$ cat config.mk
export PLATFORM = sky130hd
export DESIGN_NAME = even_writeback_pipe
export DESIGN_NICKNAME = d
export VERILOG_FILES = /design/src/rtl/spu_pkg.sv /design/src/rtl/wb_hazard_cmp.sv /design/src/rtl/even_writeback_pipe.sv
export SDC_FILE = /design/constraint.sdc
export NUM_CORES = 2
export LEC_CHECK = 0
export ABC_CLOCK_PERIOD_IN_PS = 1900
export CORE_MARGIN = 2
export CORE_UTILIZATION = 45
export DETAILED_ROUTE_END_ITERATION = 8
export HOLD_SLACK_MARGIN = 0.12
export PLACE_DENSITY_LB_ADDON = 0.15
export SLEW_MARGIN = 5
export SYNTH_ARGS = -nofsm -noshare
export SYNTH_HDL_FRONTEND = slang
export SYNTH_SLANG_ARGS = --single-unit
$ cat constraint.sdc
create_clock -name clk -period 1.9 [get_ports clk]
set_input_delay 0.38 -clock clk [delete_from_list [all_inputs] [get_ports clk]]
set_output_delay 0.38 -clock clk [all_outputs]
set_load 0.02 [all_outputs]
$ cat src/rtl/spu_pkg.sv
`default_nettype none
// ----------------------------------------------------------------------------
// Module  : spu_pkg
// Brief   : Shared widths, even-pipe entry type and forwarding codes.
// Revision: 1.0 - initial release
// ----------------------------------------------------------------------------
package spu_pkg;

  localparam int ADDR_W = 7;
  localparam int DATA_W = 128;

  localparam logic [0:4] FWD_NONE  = 5'b00000;
  localparam logic [0:4] FWD_DATAE = 5'b01010;
  localparam logic [0:4] FWD_DATAO = 5'b11000;

  typedef struct packed {
    logic              valid;
    logic              wr;
    logic [0:ADDR_W-1] rt;
    logic [0:DATA_W-1] data;
    logic              ready;
  } even_entry_t;

endpackage
`default_nettype wire

$ cat src/rtl/wb_hazard_cmp.sv
`default_nettype none
// ----------------------------------------------------------------------------
// Module  : wb_hazard_cmp
// Brief   : Per-source RAW match against the even pipe: stall and forward code.
// Revision: 1.0 - initial release
// ----------------------------------------------------------------------------
module wb_hazard_cmp #(
  parameter int DEPTH  = 7,
  parameter int ADDR_W = 7
) (
  input  logic              [0:ADDR_W-1] src,
  input  logic                           issue_wr,
  input  logic              [0:ADDR_W-1] issue_rt,
  input  logic              [1:DEPTH]    stage_wr,
  input  logic              [0:ADDR_W-1] stage_rt [1:DEPTH],
  input  logic                           fwd_ready,
  output logic                           stall,
  output logic              [0:4]        fwd_code
);
  import spu_pkg::*;

  logic w_young;
  logic w_fwd;
  logic w_wb;

  always_comb begin
    w_young = issue_wr && (issue_rt == src);
    for (int s = 1; s <= DEPTH - 2; s++) begin
      if (stage_wr[s] && (stage_rt[s] == src)) begin
        w_young = 1'b1;
      end
    end
    w_fwd = stage_wr[DEPTH-1] && (stage_rt[DEPTH-1] == src);
    // The write-back entry commits on the same edge the register file reads.
    w_wb  = stage_wr[DEPTH] && (stage_rt[DEPTH] == src);
  end

  assign stall    = w_young | w_wb | (w_fwd & ~fwd_ready);
  assign fwd_code = (w_fwd & fwd_ready & ~w_young) ? FWD_DATAE : FWD_NONE;

endmodule
`default_nettype wire

$ cat src/rtl/even_writeback_pipe.sv
`default_nettype none
// ----------------------------------------------------------------------------
// Module  : even_writeback_pipe
// Brief   : Even-pipe in-flight tracker aligning unit results to write-back,
//           with operand forwarding codes and RAW stall for the next issue.
// Revision: 1.0 - initial release
// ----------------------------------------------------------------------------
module even_writeback_pipe #(
  parameter int DEPTH  = 7,
  parameter int ADDR_W = 7,
  parameter int DATA_W = 128
) (
  input  logic              clk,
  input  logic              Reset,
  input  logic              Flush,
  input  logic              ValidIn,
  input  logic              WrEnIn,
  input  logic [0:ADDR_W-1] RTIn,
  input  logic              ResultValid,
  input  logic [0:2]        ResultStage,
  input  logic [0:DATA_W-1] ResultData,
  input  logic [0:ADDR_W-1] RAE,
  input  logic [0:ADDR_W-1] RBE,
  input  logic [0:ADDR_W-1] RCE,
  output logic              WBE,
  output logic [0:ADDR_W-1] AddressEi,
  output logic [0:DATA_W-1] DataE,
  output logic [0:4]        ForwardE1,
  output logic [0:4]        ForwardE2,
  output logic [0:4]        ForwardE3,
  output logic              StallE,
  output logic              DataMissing
);
  import spu_pkg::*;

  // ADDR_W/DATA_W must match the spu_pkg widths used by even_entry_t.
  even_entry_t       r_stage [1:DEPTH];
  even_entry_t       w_next  [1:DEPTH];
  logic [1:DEPTH]    w_cap;
  logic              w_issue;
  logic              w_bad_result;
  logic              w_retire_missing;

  logic [1:DEPTH]    w_stage_wr;
  logic [0:ADDR_W-1] w_stage_rt [1:DEPTH];
  logic [0:ADDR_W-1] w_src      [0:2];
  logic [0:2]        w_stall;
  logic [0:4]        w_fwd      [0:2];

  assign w_issue = ValidIn & ~Flush;

  always_comb begin
    w_cap = '0;
    for (int s = 1; s <= DEPTH; s++) begin
      w_cap[s] = ResultValid && r_stage[s].valid && ({1'b0, ResultStage} == 4'(s));
    end
  end

  assign w_bad_result     = ResultValid & ~(|w_cap);
  assign w_retire_missing = r_stage[DEPTH].valid & r_stage[DEPTH].wr & ~r_stage[DEPTH].ready;

  // Next-state: everything shifts one stage; a captured result rides along.
  always_comb begin
    for (int s = 1; s <= DEPTH; s++) begin
      w_next[s] = '0;
    end
    if (w_issue) begin
      w_next[1].valid = 1'b1;
      w_next[1].wr    = WrEnIn;
      w_next[1].rt    = RTIn;
    end
    if (!Flush) begin
      for (int s = 2; s <= DEPTH; s++) begin
        w_next[s] = r_stage[s-1];
        if (w_cap[s-1]) begin
          w_next[s].data  = ResultData;
          w_next[s].ready = 1'b1;
        end
      end
    end
  end

  always_comb begin
    for (int s = 1; s <= DEPTH; s++) begin
      w_stage_wr[s] = r_stage[s].valid & r_stage[s].wr;
      w_stage_rt[s] = r_stage[s].rt;
    end
  end

  assign w_src[0] = RAE;
  assign w_src[1] = RBE;
  assign w_src[2] = RCE;

  for (genvar i = 0; i < 3; i++) begin : g_src
    wb_hazard_cmp #(
      .DEPTH  (DEPTH),
      .ADDR_W (ADDR_W)
    ) u_cmp (
      .src       (w_src[i]),
      .issue_wr  (ValidIn & WrEnIn),
      .issue_rt  (RTIn),
      .stage_wr  (w_stage_wr),
      .stage_rt  (w_stage_rt),
      .fwd_ready (r_stage[DEPTH-1].ready),
      .stall     (w_stall[i]),
      .fwd_code  (w_fwd[i])
    );
  end

  assign StallE = |w_stall;

  always_ff @(posedge clk) begin
    if (Reset) begin
      for (int s = 1; s <= DEPTH; s++) begin
        r_stage[s] <= '0;
      end
      ForwardE1   <= FWD_NONE;
      ForwardE2   <= FWD_NONE;
      ForwardE3   <= FWD_NONE;
      DataMissing <= 1'b0;
    end else begin
      for (int s = 1; s <= DEPTH; s++) begin
        r_stage[s] <= w_next[s];
      end
      if (Flush) begin
        ForwardE1 <= FWD_NONE;
        ForwardE2 <= FWD_NONE;
        ForwardE3 <= FWD_NONE;
      end else begin
        ForwardE1 <= w_fwd[0];
        ForwardE2 <= w_fwd[1];
        ForwardE3 <= w_fwd[2];
      end
      if (w_bad_result | w_retire_missing) begin
        DataMissing <= 1'b1;
      end
    end
  end

  assign WBE       = r_stage[DEPTH].valid & r_stage[DEPTH].wr;
  assign AddressEi = r_stage[DEPTH].rt;
  assign DataE     = r_stage[DEPTH].data;

endmodule
`default_nettype wire
* Word-level counts from Yosys, hierarchy flattened
Memories as Yosys holds them, arrays and structs flattened.
Index checks and enable logic that the tools add are counted.
W data, S select, Z words.
** Operators by class
- Eq/ne operators :: 31
- Bitwise logic cells :: 41
- Mux-type cells :: 36
- Reduce and logical (&&, ||, !) cells :: 41
** Operator list (number)
- $mux W138 :: 7
- $mux W828 :: 1
- $mux W129 :: 6
- $eq A7 B7 Y1 :: 24
- $logic_and A1 B1 Y1 :: 38
- $and A1 B1 Y1 :: 20
- $mux W1 :: 18
- $or A1 B1 Y1 :: 14
- $eq A3 B3 Y1 const B :: 4
- $mux W4 :: 3
- $mux W9 :: 1
- $not A1 Y1 :: 7
- $reduce_or A7 Y1 :: 1
- $eq A3 B2 Y1 const B :: 2
- $eq A3 B1 Y1 const B :: 1
- $reduce_or A3 Y1 :: 1
- $reduce_or A2 Y1 :: 1
** Storage, ports and cells
- Bits in registers :: 16
- Memories kept :: 1
- RAM bits :: 966
** Memory list
- r_stage :: words 7, width 138, read ports 7, clocked after Yosys merged registers in 0, wr ports 7, line even_writeback_pipe.sv:37 : even_entry_t r_stage [1:DEPTH];

* Depth between registers and ports, before layout
An unclocked memory read counts as a cell.
- Depth in word-level cells :: 11
- Gate-level depth with buffers :: 8
- Gate-level depth less buffers :: 6

* By module
From an unflattened synthesis, not the netlist that was laid out.
** Unflattened totals
- Cell total of the unflattened synthesis :: 3686
- Area total of the unflattened synthesis :: 30974.7 µm²
** By module, submodules not included
- even_writeback_pipe :: seq. area each 17076.4 µm², times used 1, cells each 3398, area each 28662.5 µm²
- wb_hazard_cmp :: seq. area each 0.0 µm², times used 3, cells each 96, area each 770.7 µm²

* Least setup slack after synthesis
No wires, ideal clock.
- Path kind :: input to output
- Start point :: in RCE[0] in the netlist's numbering
- End point :: out StallE
- Path buffers :: 1
- Stages on the path :: 7
- Arrival time :: 1.487 ns
- Path slack :: 0.033 ns
- Cell sequence :: buf_2 xnor2_1 nand4_1 nor4_1 a21oi_1 and3_1 nand4_1
** On the way
- Cells in the longest elaborated chain, start to end :: 10
- Elaborated cells on any way between the ends :: 25
** Ends and longest elaborated chain
- start: declaration :: line even_writeback_pipe.sv:24 : input logic [0:ADDR_W-1] RCE,
- $eq A7 B7 Y1, on equally long branches :: line wb_hazard_cmp.sv:27, wb_hazard_cmp.sv:29
- $logic_and A1 B1 Y1, on equally long branches :: line wb_hazard_cmp.sv:27, wb_hazard_cmp.sv:29
- $mux W1 (5 in a row) :: line wb_hazard_cmp.sv:29 : if (stage_wr[s] && (stage_rt[s] == src)) begin
- $or A1 B1 Y1 :: line wb_hazard_cmp.sv:38 : assign stall = w_young | w_wb | (w_fwd & ~fwd_ready);
- $or A1 B1 Y1 (*) :: line wb_hazard_cmp.sv:38
- $reduce_or A3 Y1 (*) :: line even_writeback_pipe.sv:110 : assign StallE = |w_stall;
- end: declaration :: line even_writeback_pipe.sv:31 : output logic StallE,
Every way passes the cells marked *; elsewhere a longest branch is shown, timed or not.

==> results.toml <==
[hold_path]
min_path_type = "in2reg"
holdCritStartpoint = "RTIn[0]"

[placed_design]
placed_cells_incl_taps = 4691
gp_congestion = 0.841
dp_hpwl_um = 52500
io_buffers = 308

[layout]
drive_gt1_frac = 0.117
ff_latch_area_um2 = 16900
layout_common_cells = "1,304 x nand2_1, 813 x dfxtp_1, 644 x a21oi_1"
multi_input_area_um2 = 11700
area_growth_pct = 26.8
fill_cells = 6014
nets = 4071
finalNonFillerCells = 4854
layout_commonest_cell = "nand2_1"

[detailed_routing]
vias_per_cell = 4.92
wl_per_cell_um = 16.5
first_iter_violations = 1532
drt-total-wl_um = 79900
vias = 23902
drc = 0
ant_nets = 0
first_pass_iters = 5

[setup_path]
crit_slowest_cell = "dfxtp_1"
critPathLaunch = "r_stage[0][957]$_SDFF_PP0_"
r2r_start = "r_stage[0][821]$_SDFF_PP0_"
cp-start-kind = "flip-flop"
critical_path.cell_chain = "xor2_1 > nor4_2 > nand2_1 > a31oi_1 > a21oi_1 > nand4_1 > buf_6"
critical_path_arrival_ns = 2.16
cpPeakStageDelay_ns = 0.48
crit_fanout = 4
cp-end-kind = "output pin"
required_ns = 1.52
crit_type = "reg2out"

[global_routing]
grt_pass1_vias = 23035
track_usage = 0.227
grt_max_degree = 60
antenna_found_initial = 9
grt_pass1_wl_um = 129000
overflow = 0

[logic_synthesis]
synth_edf_count = 0
ys_ff_latch = 841
synth_area_um2 = 30600
synth-async-reset-ratio = 0
yosysUniqueCellTypes = 32
syn_inst = 3651
yosysSeqAreaShare = 0.551
syn_avg_cell_area_um2 = 8.37
yosysWarnings = 0
synth_ff_type = "dfxtp_1"

[cts]
cts.sinks = 841
clock-root-buffer = "clkbuf_16"
tritoncts = "done"
worstSkewPairLatency_ns = 0.63
cts_max_level = 3
cts_made_buffers = 87
clkTransAtPathRegs_ns = 0.06
clockBufferDepth = 3
cts_hold_buffers = 0

[pwr]
clkPwrFrac = 0.481
power.internal_w = 0.0291
p_per_area_nw_per_um2 = 952
p_switching_w = 0.00786
p_total_w = 0.0369
p_seq_frac = 0.478
power_frac_comb = 0.040
p_sw_frac = 0.213
ir_drop_mv = 0.909
p_leak_nw = 14.3

[floorplanning]
pin_count = 318
core_area_um2 = 67200
die_area_um2 = 70000
row_count = 95
die_h_um = 265
die-width_um = 265
start_util = 0.455

[sta]
report.final.slew_viol_count = 0
hold_slack_ns = 0.195
fin_ws_ns = -0.640
fin_crit_sh = 1.34
grt_setup_unrepaired = "true"
setup_viol_count_final = 1
clock.fmax_mhz = 394
skew_ns = 0.0211
min_period_ns = 2.54
hold_viol_final = 0

[status]
outcome = "finished with violations"
violations = "setup timing"

[run]
drv_cap = 0
state kept, by name (all words and copies together), names as in the netlist:
name,count
DataMissing,1
ForwardE1,1
ForwardE2,1
ForwardE3,1
r_stage,837
layer usage:
metal,vias up,share of wire,GRT usage
li1,11987,-,-
met1,11294,0.47,0.316
met2,524,0.46,0.363
met3,91,0.053,0.0377
met4,6,0.015,0.0640
met5,-,0.00055,0
cell families (layout without fill, tap and decap cells):
logic type             Yosys count  count (layout)  synth area share
flip-flops                     841             841             0.551
multiplexers                     2               2          0.000655
AND/OR/NAND/NOR               1586            1586             0.218
other                            1              15          0.000123
AO/OA/AOI/OAI                  650             650             0.107
buffers and inverters          403             719            0.0759
XOR/XNOR                       168             168            0.0481
final cells by class:
class,instances,share of cell area
well taps,873,0.0282
diodes,6,0.000387
inverters,1,0.0000968
multi-input cells,2415,0.301
repair buffers,560,0.156
clock inverters,33,0.0132
flip-flops and latches,841,0.436
clock buffers,125,0.0648
cells in the mapped netlist, types with 2 or more instances:
library cell	number	area, um2
nand2_1	1307	4910
dfxtp_1	841	16800
a21oi_1	644	3220
and2_1	184	1150
buf_4	175	1310
xor2_1	129	1130
buf_2	109	546
clkbuf_1	102	383
nor4_1	40	250
xnor2_1	39	342
nand4_1	14	87.6
nor2_1	14	52.6
clkbuf_2	12	60.1
and3_1	10	62.6
and4_1	4	35.0
buf_1	4	15.0
nand3_1	4	20.0
a211oi_1	2	15.0
and2b_1	2	15.0
mux2i_1	2	20.0
o21ai_0	2	10.0
path summary, 6_finish.rpt:
path,endpoint,slack [ns],cells after the start
min reg2reg,r_stage[0][644]$_SDFF_PP0_,0.42,2
min,r_stage[0][273]$_SDFF_PP0_,0.20,2
max,StallE,-0.64,7
max reg2reg,ForwardE2[3]$_SDFF_PP0_,0.32,7
critical path: cells and delay by family (launching register included):
family / cells / cell delay [ns]
XOR/XNOR: 1 / 0.13
flip-flops: 1 / 0.48
AO/OA/AOI/OAI: 2 / 0.23
buffers and inverters: 1 / 0.13
AND/OR/NAND/NOR: 3 / 0.55
power groups by stage:
stage          Combinational, W  Sequential, W  Clock [W]
3_5_place_dp            0.00147         0.0180          0
6_report                0.00149         0.0177     0.0178
4_1_cts                 0.00149         0.0177     0.0182
2_1_floorplan          0.000515         0.0180          0
3_3_place_gp            0.00148         0.0180          0
5_1_grt                 0.00160         0.0176     0.0189
what timing repair did:
action	CTS	global route
setup buffers	0	3
resized for setup	196	39
setup endpoints to repair	144	2
pin swaps	17	12
metrics by stage:
stage                     utilization  setup WS (ns)  area, um2  TNS, ns
final                           0.577         -0.640      38800   -0.640
after global routing            0.577         -0.739      38800   -0.739
after CTS                       0.575         -0.648      38600   -0.648
after detailed placement        0.531          -1.25      35700  -160.26
after global placement          0.531          -1.27      35700  -157.28
after floorplan                     -         0.0331      30600        0
Power figures use the tool's default switching activity.
